`config.mk`:
```
export PLATFORM = sky130hd
export DESIGN_NAME = tt_tile_out_capture
export DESIGN_NICKNAME = d
export VERILOG_FILES = /design/src/rtl/tt_tile_out_capture.sv
export SDC_FILE = /design/constraint.sdc
export NUM_CORES = 1
export LEC_CHECK = 0
export CORE_MARGIN = 3
export CORE_UTILIZATION = 40
export DETAILED_ROUTE_END_ITERATION = 10
export DONT_BUFFER_PORTS = 1
export SYNTH_ARGS = -nofsm -noshare
export SYNTH_HDL_FRONTEND = slang
export SYNTH_SLANG_ARGS = --single-unit
```
`constraint.sdc`:
```
create_clock -name clk -period 5.1 [get_ports clk]
set_input_delay 0.51 -clock clk [delete_from_list [all_inputs] [get_ports clk]]
set_output_delay 0.51 -clock clk [all_outputs]
set_load 0.1 [all_outputs]
```
`src/rtl/tt_tile_out_capture.sv`:
```
// Capture stage for a microtile's 8-bit output: synchronizes the bus, detects value
// changes and queues {value, timestamp} entries in a first-word fall-through FIFO.
module tt_tile_out_capture #(
  parameter int DEPTH       = 4,
  parameter int STAMP_W     = 16,
  parameter int SYNC_STAGES = 2
) (
  input  logic                         clk,
  input  logic                         rst_n,
  input  logic [7:0]                   tile_out,
  input  logic                         enable,
  input  logic                         rd_ready,
  input  logic                         clear_ovf,
  output logic                         rd_valid,
  output logic [7:0]                   rd_data,
  output logic [STAMP_W-1:0]           rd_stamp,
  output logic [$clog2(DEPTH+1)-1:0]   count,
  output logic                         overflow
);

  localparam int PW = $clog2(DEPTH);
  localparam int CW = $clog2(DEPTH+1);
  localparam logic [PW-1:0]      PTR_ONE   = PW'(1);
  localparam logic [CW-1:0]      CNT_ONE   = CW'(1);
  localparam logic [CW-1:0]      CNT_FULL  = CW'(DEPTH);
  localparam logic [STAMP_W-1:0] STAMP_ONE = STAMP_W'(1);

  logic [7:0]         sync_p0 [SYNC_STAGES];
  logic [7:0]         s;
  logic [7:0]         prev_p1;
  logic [STAMP_W-1:0] stamp;

  logic [7:0]         mem_data  [DEPTH];
  logic [STAMP_W-1:0] mem_stamp [DEPTH];
  logic [PW-1:0]      wr_ptr;
  logic [PW-1:0]      rd_ptr;

  logic evt, full, pop, push, drop;

  // Stage p0: synchronizer chain on the asynchronous tile bus
  always_ff @(posedge clk or negedge rst_n) begin
    if (!rst_n) begin
      for (int i = 0; i < SYNC_STAGES; i++) sync_p0[i] <= '0;
    end else begin
      sync_p0[0] <= tile_out;
      for (int i = 1; i < SYNC_STAGES; i++) sync_p0[i] <= sync_p0[i-1];
    end
  end

  assign s = sync_p0[SYNC_STAGES-1];

  // Stage p1: change detection against the previous sample and the free-running stamp
  always_ff @(posedge clk or negedge rst_n) begin
    if (!rst_n) begin
      prev_p1 <= '0;
      stamp   <= '0;
    end else begin
      prev_p1 <= s;
      stamp   <= stamp + STAMP_ONE;
    end
  end

  assign evt  = enable && (s != prev_p1);
  assign full = (count == CNT_FULL);
  assign pop  = rd_valid && rd_ready;
  // A full FIFO still accepts an event when the head leaves in the same cycle.
  assign push = evt && (!full || pop);
  assign drop = evt && full && !pop;

  // Stage p2: FIFO storage; contents are only observable through the valid-gated head
  always_ff @(posedge clk) begin
    if (push) begin
      mem_data[wr_ptr]  <= s;
      mem_stamp[wr_ptr] <= stamp;
    end
  end

  always_ff @(posedge clk or negedge rst_n) begin
    if (!rst_n) begin
      wr_ptr   <= '0;
      rd_ptr   <= '0;
      count    <= '0;
      overflow <= 1'b0;
    end else begin
      if (push) wr_ptr <= wr_ptr + PTR_ONE;
      if (pop)  rd_ptr <= rd_ptr + PTR_ONE;
      case ({push, pop})
        2'b10:   count <= count + CNT_ONE;
        2'b01:   count <= count - CNT_ONE;
        default: count <= count;
      endcase
      if (drop)           overflow <= 1'b1;
      else if (clear_ovf) overflow <= 1'b0;
    end
  end

  assign rd_valid = (count != '0);
  assign rd_data  = rd_valid ? mem_data[rd_ptr]  : '0;
  assign rd_stamp = rd_valid ? mem_stamp[rd_ptr] : '0;

endmodule

```
# --- Word level (Yosys, flattened, before mapping) ---
# Memories as Yosys holds them, arrays and structs flattened.
# Cells that the tools add are included.
totals:
  output_inout_bits: 29
  mem_bits_rw: 96
  inputBits: 13
  elab_cells: 37
  register_bits: 48
  n_memories: 2
mem_list:
  columns: ["name", "depth", "word_bits", "rd", "rd_ports_with_merged_regs", "wr", "line", "source"]
  rows:
  - ["mem_stamp", 4, 16, 1, 0, 1, "34", "logic [STAMP_W-1:0] mem_stamp [DEPTH];"]
  - ["mem_data", 4, 8, 1, 0, 1, "33", "logic [7:0] mem_data [DEPTH];"]
classes:
  n_mux: 7
  addsub: 5
  n_eq_ne: 4
  reduce_logical: 11
ops:
  columns: ["operator", "n"]
  rows:
  - ["$add A16 B1 Y16 const B", 1]
  - ["$mux W16", 1]
  - ["$mux W8", 1]
  - ["$ne A8 B8 Y1", 1]
  - ["$pmux W3 S2", 1]
  - ["$logic_and A1 B1 Y1", 5]
  - ["$add A2 B1 Y2 const B", 2]
  - ["$mux W1", 4]
  - ["$reduce_bool A2 Y1", 2]
  - ["$add A3 B1 Y3 const B", 1]
  - ["$eq A3 B3 Y1 const B", 1]
  - ["$reduce_bool A3 Y1", 1]
  - ["$sub A3 B1 Y3 const B", 1]
  - ["$eq A2 B1 Y1 const B", 1]
  - ["$eq A2 B2 Y1 const B", 1]
  - ["$logic_not A1 Y1", 2]
  - ["$logic_or A1 B1 Y1", 1]

# --- Depth between registers and ports, before layout ---
# Gate-level depths: netlist of run 1.
logic_depth:
  word_depth: 6
  ltp_mapped: 10
  mapped_depth_nobuf: 10

# --- Worst setup path after synthesis of run 1 ---
# OpenSTA, ideal clock, no wires.
synth_timing:
  path_type: "register -> output"
  start: "register count[0]"
  end: "output port rd_stamp[10]"
  t_required_ps: 4590
  path_slack_ps: 1392
  n_path_buf: 2
  t_arrival_ps: 3198
  path_stages_with_launch: 5
  path_cell_list: "dfrtp_1 or3_1 clkbuf_1 clkbuf_1 and2_1"
synth_between:
  elab_chain_cells: 2
synth_lines:
  columns: ["item", "line", "source"]
  rows:
  - ["start: declaration", "17", "output logic [$clog2(DEPTH+1)-1:0] count,"]
  - ["start signal: assignment", "88", "2'b10: count <= count + CNT_ONE;"]
  - ["start signal: assignment", "89", "2'b01: count <= count - CNT_ONE;"]
  - ["start signal: assignment", "90", "default: count <= count;"]
  - ["$reduce_bool A3 Y1", "97", "assign rd_valid = (count != '0);"]
  - ["net rd_valid", "14", "output logic rd_valid,"]
  - ["$mux W16", "99", "assign rd_stamp = rd_valid ? mem_stamp[rd_ptr] : '0;"]
  - ["end: declaration", "16", "output logic [STAMP_W-1:0] rd_stamp,"]
# The timed path passes the listed nets, and every way through them passes these cells.

# --- Worst setup path in the final report of run 1 ---
layout_timing:
  start: "register count[1]"
  end: "output port rd_stamp[8]"
# The elaborated chain is that of the path after synthesis.

==> impl.org, run 1 <==
** Synthesis
- Post-synthesis xor/xnor area fraction :: 4.49%
- Count of flip-flops with a built-in enable after synthesis :: 96
- Compound-cell area share of the yosys netlist :: 0.412%
- Combinational family with the most area after synthesis :: multiplexers
- Most used DFF post-synth :: sky130_fd_sc_hd__edfxtp_1
- Yosys printed 0 warnings.
- Adder and majority gate portion of the synthesized area :: 1.74%
- Synth Cell Area :: 0.00546 mm^2
- Register area share after synthesis :: 74.8%
- Mux contribution to synthesized area :: 10.4%
- The netlist uses 26 different library cells.
- Mean area per synthesized cell :: 19.2 um^2
- Simple-gate share of the synthesized area :: 6.30%
- Number of nets produced by synthesis :: 305
- Counting flops and latches in the post-synthesis netlist gives 144.
- In the synthesized netlist, the number of instances is 285.
- In the synthesized netlist the async set-or-reset flop fraction comes to 33.3%.

** Critical path
- The worst setup path is of the register to output port kind.
- For the worst flop-to-flop path, the logic depth is 8.
- Along the worst path, the maximum fanout reaches 26.
- At the worst endpoint, the arrival time is 3.15 ns.
- On the critical path, the stage with the largest delay is an instance of sky130_fd_sc_hd__dfrtp_1.
- Data on the critical path is required at its endpoint by 4.59 ns.
- Count of cell instances traversed by the critical path :: 2
- Kind of capture point of the worst setup path :: output port
- In this design, the largest share of critical-path delay is due to simple AND/OR/NAND/NOR gates.
- In this run the register-to-register setup slack is 1.88 ns.
- Worst setup SP type :: register
- The worst register-to-register path begins at count[1].
- Cell chain of the critical path :: or3_2 > and2_1
- The critical path contains buffers and inverters numbering 0 combined.
- Reg-to-reg endpoint :: count[2]
- Max incr delay on CP :: 0.95 ns

** Clock network
- Count of instances resized after the clock tree is built :: 0
- CTS Buf Count :: 17
- The number of setup buffers added after CTS is 0.
- The tree is rooted in a sky130_fd_sc_hd__clkbuf_16.
- Hold buffer count at CTS :: 2
- Clock slew at reported path FFs :: 0.06 ns
- CTS tree :: built
- Counting along the longest clock path gives a buffer depth of 2.
- The later pin in the worst-skew pair is clocked with a latency of 0.41 ns.
- In this run the number of H-tree levels came out at 4.
- The clock net in this run drives a total of 144 sinks.

** Routing
- In this run the remaining antenna-violating nets after routing total 0.
- For this run, design rule violations remaining after detail routing come to 0.
- Routed wire length per instance :: 17.6 um
- The first TritonRoute pass finished after 4 iterations.
- The detailed router finished its first iteration with 157 violations.
- The detailed router placed 2369 vias in this run.
- The routed design has 8650 um of wire.
- Vias per cell :: 4.82

** STA
- Crit share post-route :: 71.7%
- The final number of hold-violating endpoints was 0.
- # setup viols final :: 0
- Max-slew violation count :: 0
- Final setup slack of the worst path :: 1.44 ns
- Derived from the worst setup path, the maximum achievable clock frequency is 273 MHz.
- In this run the tightest slew margin relative to its limit is 34.8%.
- Post-Route Setup TNS :: 0 ns
- For the pin with the worst max-slew slack, the measured transition is 0.984 ns.
- Time the worst path needs with I/O delays and setup :: 3.66 ns
- Setup repair after global routing missed its margin :: false
- Worst clock skew :: 0.00498 ns

** Hold path
- Min-Delay Path Depth :: 0
- Hold Crit Class :: input port to register
- For hold timing, the worst endpoint is sync_p0[11].
- Startpoint of the tightest hold check path :: tile_out[3]

** Place
- Number of buffers inserted by port buffering :: 0
- The wire-length estimate of the detail-placed layout is 5000 um.
- Weighted congestion reported at the end of routability-driven placement :: 0.671
- At the placement stage, the worst setup path has a slack of 1.80 ns.

** GRT
- The via count of the first global-routing pass was 2530.
- Aggregate global-route resource usage :: 12.9%
- Global-route wire length before repair :: 14000 um
- Largest net degree at the start of global routing :: 49
- Grt ovf :: 0
- Antenna violations before repair :: 0

** Finish
- Ant diodes :: 0
- Utilization after layout :: 47.6%
- Fraction of final layout cells with drive strength greater than 1 :: 21.5%
- Area overhead of the layout relative to synthesis :: 15.8%
- Final-stage net count :: 323

** Flow run
- Count of maximum capacitance violations :: 0

** Floorplan
- Die extent in y :: 123 um
- Pin placement for this block handled 42 I/O pins.
- In this run the standard cell core region covers 0.0133 mm^2.
- After floorplanning, the core was divided into 42 placement rows.
- Area enclosed by the die boundary :: 0.0151 mm^2
- The floorplan step set the die width to 123 um.
- For this configuration, the core starts out at a cell density of 41.1%.

** Status
- The flow ran to the end, and the final reports show no timing, DRC or antenna violations.
## cells in the mapped netlist (4+ instances only)
master / n / area (um^2)
sky130_fd_sc_hd__edfxtp_1: 96 / 2880
sky130_fd_sc_hd__nand4_1: 5 / 31.3
sky130_fd_sc_hd__nand2_1: 8 / 30.0
sky130_fd_sc_hd__nor2_1: 4 / 15.0
sky130_fd_sc_hd__inv_1: 11 / 41.3
sky130_fd_sc_hd__xor2_1: 14 / 123
sky130_fd_sc_hd__mux4_2: 24 / 541
sky130_fd_sc_hd__ha_1: 6 / 75.1
sky130_fd_sc_hd__dfrtp_1: 48 / 1200
sky130_fd_sc_hd__xnor2_1: 14 / 123
sky130_fd_sc_hd__clkbuf_1: 4 / 15.0
sky130_fd_sc_hd__and2_1: 29 / 181
## layout by cell type (no fill, tap or decap), drive strengths merged, types with 2 or more instances in the layout
master	Yosys	final
and2	29	29
and3	2	2
buf	6	8
clkbuf	4	23
clkinv	0	5
dfrtp	48	48
edfxtp	96	96
ha	6	6
inv	11	14
mux4	24	24
nand2	8	8
nand3	3	3
nand4	5	5
nor2	4	4
nor4	3	3
xnor2	14	14
xor2	14	14
## how the worst max path moves through the flow
stage	from	end
6_report	count[1]	rd_stamp[8]
5_1_grt	count[1]	rd_stamp[8]
4_1_cts	count[1]	rd_stamp[8]
3_5_place_dp	count[1]	rd_stamp[8]
3_3_place_gp	count[1]	rd_stamp[0]
2_1_floorplan	count[0]	rd_stamp[10]
## per-stage QoR
| step | hold WS, ns | instances | instance area, um^2 |
|---|---|---|---|
| 2_1_floorplan | 0.214 | 285 | 5460 |
| 3_3_place_gp | 0.216 | 458 | 5670 |
| 3_5_place_dp | 0.216 | 458 | 5670 |
| 4_1_cts | 0.0990 | 492 | 6320 |
| 5_1_grt | 0.0945 | 492 | 6320 |
| 6_report | 0.123 | 492 | 6320 |
## sequential cells by signal, summed over array words and instances, names as in the netlist
register   count
sync_p0        8
rd_ptr         2
wr_ptr         2
prev_p1        8
mem_data      32
s              8
stamp         16
count          3
mem_stamp     64
overflow       1
## cells by family (layout without fill, tap and decap cells)
kind of cell,count (synthesis),in the layout
DFF,144,144
and+or+nand+nor,57,57
xor gates and xnor gates,28,28
muxes,26,26
buffers and inverters,21,52
adders and majority gates,7,7
AOI/OAI and AO/OA,2,2
## layout make-up
class / instances / area (um^2)
clock buffers: 23 / 554
fillers: 1094 / 6970
clock inverters: 9 / 61.3
flip-flops and latches: 144 / 4080
well taps: 176 / 220
inverters: 11 / 41.3
multi-input cells: 120 / 1270
repair buffers: 9 / 90.1
## metal layers
| metal | up-vias | part of all wire [%] | global-route usage, % | routed length, um |
|---|---|---|---|---|
| met5 | - | 0 | 0 | 0 |
| met1 | 1206 | 46 | 16.8 | 3940 |
| li1 | 1099 | - | - | - |
| met4 | 0 | 2.2 | 6.09 | 187 |
| met2 | 46 | 48 | 19.9 | 4190 |
| met3 | 18 | 3.8 | 4.10 | 328 |
Power of run 1 is not shown: default switching activity piles up to over one toggle a cycle in this logic, so the estimate is an artifact.
==> run 2, diff against run 1 <==
==> constraint.sdc (replaced) <==
create_clock -name clk -period 3.8 [get_ports clk]
set_input_delay 0.38 -clock clk [delete_from_list [all_inputs] [get_ports clk]]
set_output_delay 0.38 -clock clk [all_outputs]
set_load 0.1 [all_outputs]
==> impl.org, run 2 (synthesis results as in run 1) <==
** Status
- The flow ran to the end, and the final reports show no timing, DRC or antenna violations.

** Critical path
- Capturing element of the worst setup path :: rd_stamp[13]
- Along the worst path, the maximum fanout reaches 16.
- Startpoint of the worst register-to-register path :: count[2]
- Setup slack of the worst register-to-register path :: 1.16 ns
- Top Family by Delay on Critical Path :: flip-flops
- STA classifies the critical path endpoint as an output port.
- The critical path goes through buf_4 > mux4_2 > and2_1 > buf_4.
- Cell repeated most along the worst path :: sky130_fd_sc_hd__buf_4
- Number of buffer and inverter instances along the worst setup path :: 2
- Worst Path Arrival :: 2.37 ns
- The critical path is of the register to output port type.
- The critical path crosses 4 cells after its start point.
- The largest single stage delay on the critical path is 0.90 ns.
- Critical path required time :: 3.42 ns
- Depth of the worst register-to-register path :: 11
- Reg-to-reg endpoint :: count[2]
- The largest individual stage delay along the critical path comes from the cell sky130_fd_sc_hd__dfrtp_1.
- Worst setup SP type :: register
- Tracing the worst setup path back leads to its startpoint at rd_ptr[1].

** Routing
- Vias per cell :: 4.77
- Routed vias :: 2514
- Remaining antenna violation count :: 0
- Top sig layer :: met4
- For this run, design rule violations remaining after detail routing come to 0.
- Number of design-rule violations left by the first detailed-router iteration :: 119
- Routed wire length per instance :: 16.4 um
- Routed metal-1 wirelength :: 3820 um
- In the detailed route, the total length drawn on met2 is 4250 um.
- Met3 wire len :: 431 um
- Length of the first detailed-routing pass in iterations :: 4
- After detailed routing, the total wire length is 8640 um.

** Floorplan
- In this run the vertical extent of the chip is 123 um.
- For this design the top-level I/O count stands at 42.
- Initial standard-cell utilization of the core :: 41.1%
- Core region area :: 0.0133 mm^2
- Placement row count :: 42
- Floorplan die width :: 123 um
- The die covers 0.0151 mm^2.

** STA
- Max-slew violation count :: 0
- Worst hold-check slack :: 0.144 ns
- Setup repair after global routing missed its margin :: false
- After layout, the worst path uses 72.5% of the clock period.
- Slew at the pin with the worst max-slew slack :: 0.903 ns
- The clock arrives with 0.00691 ns of skew.
- Time the worst path needs with I/O delays and setup :: 2.75 ns
- Highest achievable clock rate :: 363 MHz
- The final number of hold-violating endpoints is 0.
- # setup viols final :: 0
- Max transition margin :: 39.8%
- Setup slack on the critical path of the routed design comes to 1.05 ns.
- Post-Route Setup TNS :: 0 ns

** Finish
- More flip-flops sit in one register than any other, and that register is mem_stamp.
- At the end of the flow the core is filled with cells to 49.6%.
- The library cell used most frequently in the layout, excluding fill and tap cells, is sky130_fd_sc_hd__edfxtp_1.
- Top library cells by usage in the layout, fill and taps aside :: sky130_fd_sc_hd__edfxtp_1 (96), sky130_fd_sc_hd__dfrtp_1 (48), sky130_fd_sc_hd__buf_4 (34), sky130_fd_sc_hd__and2_1 (29), sky130_fd_sc_hd__mux4_2 (24)
- Cells with a size suffix above 1 make up 26.2% of the layout.
- Final-stage net count :: 358
- The register with the most flip-flops in the layout has 64 of them.
- The largest registers in the layout are mem_stamp: 64 flops, mem_data: 32 flops, stamp: 16 flops.
- 0 antenna diodes ended up in the layout.
- The area growth from synthesis to layout is 20.8%.

** Clock network
- In this run the post-CTS setup repair buffer count came out at 0.
- CTS Buf Count :: 17
- Post-CTS repair changed the size of 0 cells.
- In this run the clock root is driven by a sky130_fd_sc_hd__clkbuf_16.
- TritonCTS built the clock tree.
- Clock-pin slew was measured on the worst setup and hold paths at 0.06 ns.
- The H-tree generated during clock tree synthesis spans 4 levels.
- Clock latency on the worst-skew pair, taken at its later pin, is 0.41 ns.
- Largest buffer count on any clock path :: 2
- The clock net in this run drives a total of 144 sinks.

** GRT
- The via count of the first global-routing pass is 2609.
- Global-route wire length before repair :: 13600 um
- Grt ovf :: 0
- For this run, the total global-route usage over all layers was measured as 12.7%.
- The initial antenna violation count came to 0.
- Largest net degree at the start of global routing :: 49

** Place
- The wire-length estimate of the detail-placed layout is 5030 um.
- Prior to clock tree synthesis, the placed netlist has a worst setup slack of 1.13 ns.
- The congestion estimate from routability-driven global placement came to 0.701.
- During placement, the flow inserted port buffers numbering 0.

** Flow run
- Count of maximum capacitance violations :: 0

** Hold path
- Hold Crit Class :: input port to register
run 2: worst reg2reg max path, stage by stage, from the launching register on:
cell and delay, ns:
sky130_fd_sc_hd__dfrtp_1 0.32, sky130_fd_sc_hd__buf_4 0.29, sky130_fd_sc_hd__inv_1 0.12, sky130_fd_sc_hd__nor4_1 0.56, sky130_fd_sc_hd__a211oi_2 0.19, sky130_fd_sc_hd__inv_1 0.10, sky130_fd_sc_hd__ha_1 0.18, sky130_fd_sc_hd__inv_1 0.06
sky130_fd_sc_hd__fa_1 0.37, sky130_fd_sc_hd__xor2_1 0.15, sky130_fd_sc_hd__nor2_1 0.11, sky130_fd_sc_hd__xnor2_1 0.12
run 2: per-layer routing:
layer,up-vias,track usage (%)
met5,-,0
met4,0,5.04
met3,14,5.21
met2,48,19.8
met1,1281,15.9
li1,1171,-
run 2: cell type report:
class                      count  area [um^2]
clock buffer                  23          478
timing repair buffer          44          373
fill                        1091         6700
tap                          176          220
clock inverter                 9          130
sequential                   144         4080
inverter                      11         41.3
multi-input combinational    120         1270
run 2: repair_timing:
item | in CTS | in global routing
hold buffers | 10 | 0
endpoints found under the hold margin | 56 | 0
setup endpoints to repair | 0 | 0
run 2: how the worst min path moves through the flow:
stage / end / start / cells after the start
2_1_floorplan: count[0] / rst_n / 0
3_3_place_gp: wr_ptr[0] / rst_n / 0
3_5_place_dp: wr_ptr[1] / rst_n / 0
4_1_cts: overflow / enable / 1
5_1_grt: overflow / enable / 1
6_report: overflow / enable / 1
run 2: through the flow:
| step | cell area (um^2) | cells |
|---|---|---|
| after floorplan | 5460 | 285 |
| after global placement | 5870 | 485 |
| after detailed placement | 5870 | 485 |
| after CTS | 6600 | 527 |
| after global routing | 6600 | 527 |
| final | 6600 | 527 |
Power of run 2 is left out for the same reason.
